===== config.mk =====
export PLATFORM = sky130hd
export DESIGN_NAME = serial_adder_controller
export DESIGN_NICKNAME = d
export VERILOG_FILES = /design/src/rtl/serial_adder_controller.sv
export SDC_FILE = /design/constraint.sdc
export NUM_CORES = 1
export LEC_CHECK = 0
export ABC_CLOCK_PERIOD_IN_PS = 1200
export CAP_MARGIN = 10
export CORE_MARGIN = 2
export CORE_UTILIZATION = 41
export DETAILED_ROUTE_END_ITERATION = 7
export PLACE_DENSITY = 0.77
export SLEW_MARGIN = 20
export SYNTH_ARGS = -nofsm -noshare
export SYNTH_HDL_FRONTEND = slang
export SYNTH_SLANG_ARGS = --single-unit

===== constraint.sdc =====
create_clock -name clock -period 1.2 [get_ports clock]
set_input_delay 0.12 -clock clock [delete_from_list [all_inputs] [get_ports clock]]
set_output_delay 0.12 -clock clock [all_outputs]
set_load 0.01 [all_outputs]

===== src/rtl/serial_adder_controller.sv =====
// Bit-serial adder: one full adder (two half adders) reused across all operand
// bits, LSB first, with a start/busy/done handshake and registered results.

module half_adder (
    input  logic a,
    input  logic b,
    output logic sum,
    output logic carry
);

    assign sum   = a ^ b;
    assign carry = a & b;

endmodule

module serial_adder_controller #(
    parameter int WIDTH = 8
) (
    input  logic             clock,
    input  logic             reset,
    input  logic             start,
    input  logic [WIDTH-1:0] input_a,
    input  logic [WIDTH-1:0] input_b,
    input  logic             carry_in,
    output logic             busy,
    output logic             done,
    output logic [WIDTH-1:0] sum,
    output logic             carry
);

    localparam int CW = ($clog2(WIDTH + 1) < 1) ? 1 : $clog2(WIDTH + 1);
    localparam logic [CW-1:0] LAST_BIT = CW'(WIDTH - 1);

    typedef enum logic [1:0] {
        ST_IDLE = 2'd0,
        ST_ADD  = 2'd1,
        ST_DONE = 2'd2
    } state_t;

    state_t           state_r;
    state_t           state_next_s;
    logic [WIDTH-1:0] shift_a_r;
    logic [WIDTH-1:0] shift_b_r;
    logic [WIDTH-1:0] result_r;
    logic             carry_reg_r;
    logic [CW-1:0]    count_r;
    logic [WIDTH-1:0] sum_r;
    logic             carry_out_r;

    logic             s1_s;
    logic             c1_s;
    logic             sum_bit_s;
    logic             c2_s;
    logic             carry_next_s;
    logic             last_bit_s;
    logic [WIDTH-1:0] result_next_s;

    half_adder u_ha1 (
        .a     (shift_a_r[0]),
        .b     (shift_b_r[0]),
        .sum   (s1_s),
        .carry (c1_s)
    );

    half_adder u_ha2 (
        .a     (s1_s),
        .b     (carry_reg_r),
        .sum   (sum_bit_s),
        .carry (c2_s)
    );

    assign carry_next_s = c1_s | c2_s;
    assign last_bit_s   = (count_r == LAST_BIT);

    // New sum bit enters at the MSB so that after WIDTH shifts bit 0 is the LSB.
    always_comb begin
        result_next_s            = result_r >> 1;
        result_next_s[WIDTH-1]   = sum_bit_s;
    end

    // Next-state decode.
    always_comb begin
        state_next_s = state_r;
        case (state_r)
            ST_IDLE: begin
                if (start) begin
                    state_next_s = ST_ADD;
                end else begin
                    state_next_s = ST_IDLE;
                end
            end
            ST_ADD: begin
                if (last_bit_s) begin
                    state_next_s = ST_DONE;
                end else begin
                    state_next_s = ST_ADD;
                end
            end
            ST_DONE: state_next_s = ST_IDLE;
            default: state_next_s = ST_IDLE;
        endcase
    end

    // State register.
    always_ff @(posedge clock) begin
        if (reset) begin
            state_r <= ST_IDLE;
        end else begin
            state_r <= state_next_s;
        end
    end

    // Operand capture, bit-serial datapath and result registers.
    always_ff @(posedge clock) begin
        if (reset) begin
            shift_a_r   <= {WIDTH{1'b0}};
            shift_b_r   <= {WIDTH{1'b0}};
            result_r    <= {WIDTH{1'b0}};
            carry_reg_r <= 1'b0;
            count_r     <= {CW{1'b0}};
            sum_r       <= {WIDTH{1'b0}};
            carry_out_r <= 1'b0;
        end else begin
            case (state_r)
                ST_IDLE: begin
                    if (start) begin
                        shift_a_r   <= input_a;
                        shift_b_r   <= input_b;
                        carry_reg_r <= carry_in;
                        count_r     <= {CW{1'b0}};
                    end
                end
                ST_ADD: begin
                    shift_a_r   <= shift_a_r >> 1;
                    shift_b_r   <= shift_b_r >> 1;
                    result_r    <= result_next_s;
                    carry_reg_r <= carry_next_s;
                    count_r     <= count_r + CW'(1);
                    // Outputs only ever see a completed result.
                    if (last_bit_s) begin
                        sum_r       <= result_next_s;
                        carry_out_r <= carry_next_s;
                    end
                end
                default: ;
            endcase
        end
    end

    assign busy  = (state_r == ST_ADD);
    assign done  = (state_r == ST_DONE);
    assign sum   = sum_r;
    assign carry = carry_out_r;

endmodule


==> flow_summary.yaml <==
power:
  p_seq_frac: 0.500
  total_power_mw: 2.79
  power_density_nw_per_um2: 1170
  switching_share: 0.242
  irDropWorstVdd_mv: 0.612
  switchingPower_mw: 0.673
  p_leak_nw: 0.941
  combPwrFrac: 0.155
  intPower_mw: 2.11
  clkPwrFrac: 0.344
floorplanning:
  start_util: 0.427
  die_area_sq_um: 4690
  core_sq_um: 4000
  rows: 23
  ios: 31
  die_w_microns: 68.5
  die_h_microns: 68.5
setup_path:
  critPathMaxStageDelay_ns: 0.36
  crit_chain: "ha_4, nand4b_1, nor2_4, buf_12, mux2i_1"
  r2r-end: "sum[3]"
  r2r_slack_ns: -0.02
  slowest_stage: "dfxtp_2"
  cp-startpoint: "count_r[0]"
  crit_type: "reg2reg"
  r2r-start: "count_r[0]"
  path_delay_family: "flip-flops"
  path_max_fanout: 9
  cp-start-kind: "register"
  path_buf_inv: 1
  crit_cells: 5
  endpoint_kind: "register"
  crit_arrival_ns: 1.44
  worstSetupEndpoint: "sum[3]"
  r2r_cells: 5
  worstPathRequired_ns: 1.42
global_route:
  grt_max_degree: 38
  overflow: 0
  grt_pass1_vias: 1202
  grt_pass1_wl_mm: 5.33
  antenna_found_initial: 0
  grt_usage: 0.155
timing:
  hold_ws_ns: 0.376
  rsz0062_at_grt: "yes"
  setup_viol: 6
  fin_ws_ns: -0.0219
  finalCritPeriodShare: 1.02
  slew_violations: 0
  finalHoldViolCount: 0
  skew_ns: 0.00174
  fin_crit_ns: 1.22
  worstMarginPinSlew_ns: 0.284
  slew_headroom: 0.810
  max_freq_mhz: 818
layout:
  drive_above_1_share: 0.249
  diodes: 0
  syn_to_final_growth_pct: 39.7
  final_nets: 258
  fillers: 336
placement:
  io_buffers: 30
  dpl.hpwl_mm: 2.26
  place.gp.congestion: 0.738
clock_tree:
  clkLatencyLatePin_ns: 0.29
  htreeDepth: 2
  cts.sinks: 39
  cts_tree: "done"
  cts_root_buf: "clkbuf_8"
  clkTransAtPathRegs_ns: 0.07
  cts_buffers: 5
  clockBufferDepth: 2
synth:
  synth_ff_type: "dfxtp_1"
  yosysUniqueCellTypes: 28
  synth_top_cell_area_share: 0.457
  synth_most_common_cell: "dfxtp_1"
  syn_area_sq_um: 1710
  async_reset_ff_frac: 0
  netlist_instances: 190
  ys_ff_latch: 39
  syn_avg_cell_area_sq_um: 8.98
  synth_top_area_cell: "dfxtp_1"
  synthTopCellsByArea: "dfxtp_1 46%, nand2_1 7.0%, nand2b_1 7.0%, a21oi_1 6.5%, mux2i_1 5.3%"
  yosys-top-cells-count: "39 x dfxtp_1, 32 x nand2_1, 22 x a21oi_1"
  synth-edff-count: 0
  synth_fp_nets: 212
  yosys_warnings: 0
  yosysSeqAreaShare: 0.457
job:
  drv_cap: 0
outcome:
  status: "complete, but fails checks"
  violations: "setup timing"
route:
  drt-total-wl_mm: 3.47
  vias: 1432
  ant_nets: 0
  firstDrtPassIters: 4
  drc: 0
  vias_per_cell: 4.99
  wl_per_cell_microns: 12.1
  drtIter0Drc: 70
worst_hold_path:
  hp-class: "in2reg"
  hp-start: "input_b[0]"
[through the flow]
step / util / worst slack, ns / cells / cell area, sq um / setup TNS, ns
2_1_floorplan: - / -0.0192 / 190 / 1730 / -0.182
3_3_place_gp: 0.547 / -0.112 / 275 / 2190 / -1.17
3_5_place_dp: 0.547 / -0.140 / 275 / 2190 / -1.84
4_1_cts: 0.575 / -0.0203 / 284 / 2300 / -0.0460
5_1_grt: 0.596 / -0.0791 / 287 / 2380 / -1.04
6_report: 0.596 / -0.0219 / 287 / 2380 / -0.0474
[power by group through the flow]
| stage | clock network (mW) | registers (mW) | logic (mW) |
|---|---|---|---|
| 3_5_place_dp | 0 | 1.42 | 0.385 |
| 4_1_cts | 0.989 | 1.39 | 0.393 |
| 3_3_place_gp | 0 | 1.42 | 0.379 |
| 6_report | 0.959 | 1.39 | 0.432 |
| 5_1_grt | 1.06 | 1.40 | 0.473 |
| 2_1_floorplan | 0 | 1.41 | 0.231 |
[per-layer routing]
metal	vias up	track usage	part of all wire
li1	739	-	-
met2	24	0.237	0.47
met1	663	0.201	0.46
met5	-	0	0
met3	6	0.0487	0.044
met4	0	0.0675	0.026
[sequential cells by signal, summed over array words and instances (netlist names)]
name and count:
carry 1, carry_reg_r 1, count_r 4, result_r 7
shift_a_r 8, shift_b_r 8, state_r 2, sum 8
[how the worst min path moves through the flow]
stage,cells past startpoint,to
after floorplan,2,shift_a_r[5]
after global placement,2,result_r[1]
after detailed placement,2,result_r[1]
after CTS,3,shift_b_r[0]
after global routing,3,shift_b_r[0]
final,3,shift_b_r[0]
[cell families (layout without fill, tap and decap cells)]
logic type | count (synthesis) | count (layout) | share of synthesized area
AO/OA/AOI/OAI | 45 | 45 | 0.195
buffers and inverters | 15 | 62 | 0.0565
adder cells (fa/ha/maj) | 2 | 2 | 0.0191
AND/OR/NAND/NOR | 80 | 80 | 0.219
flip-flops | 39 | 39 | 0.457
multiplexers | 9 | 9 | 0.0528
[final cells by class]
cell class / instances / area [sq um] / area share
Inverter: 1 / 8.76 / 0.00367
Multi-Input combinational cell: 136 / 881 / 0.370
Clock buffer: 8 / 100 / 0.0420
Sequential cell: 39 / 790 / 0.331
Tap cell: 50 / 62.6 / 0.0262
Timing Repair Buffer: 53 / 542 / 0.227
[tightest hold or removal path, stage by stage]
cell	delay (ns)
clkdlybuf4s50_1	0.39
nand2_1	0.06
a211oi_1	0.05
[timing repair]
action,CTS,global route
endpoints found under the setup margin,36,33
hold buffers,0,0
gates resized for setup,22,16
setup buffers,1,2
gates cloned,0,2
pin swaps,2,8
[cell usage in the layout (no fill, tap or decap), drive strengths merged, types with 9 or more instances in the layout]
cell           instances
a211oi                15
a21oi                 22
buf                   24
clkbuf                 9
clkdlybuf4s50         19
dfxtp                 39
dlygate4sd2            9
mux2i                  9
nand2                 32
nand2b                19
nor2                  21
(Power assumes the default switching activity.)
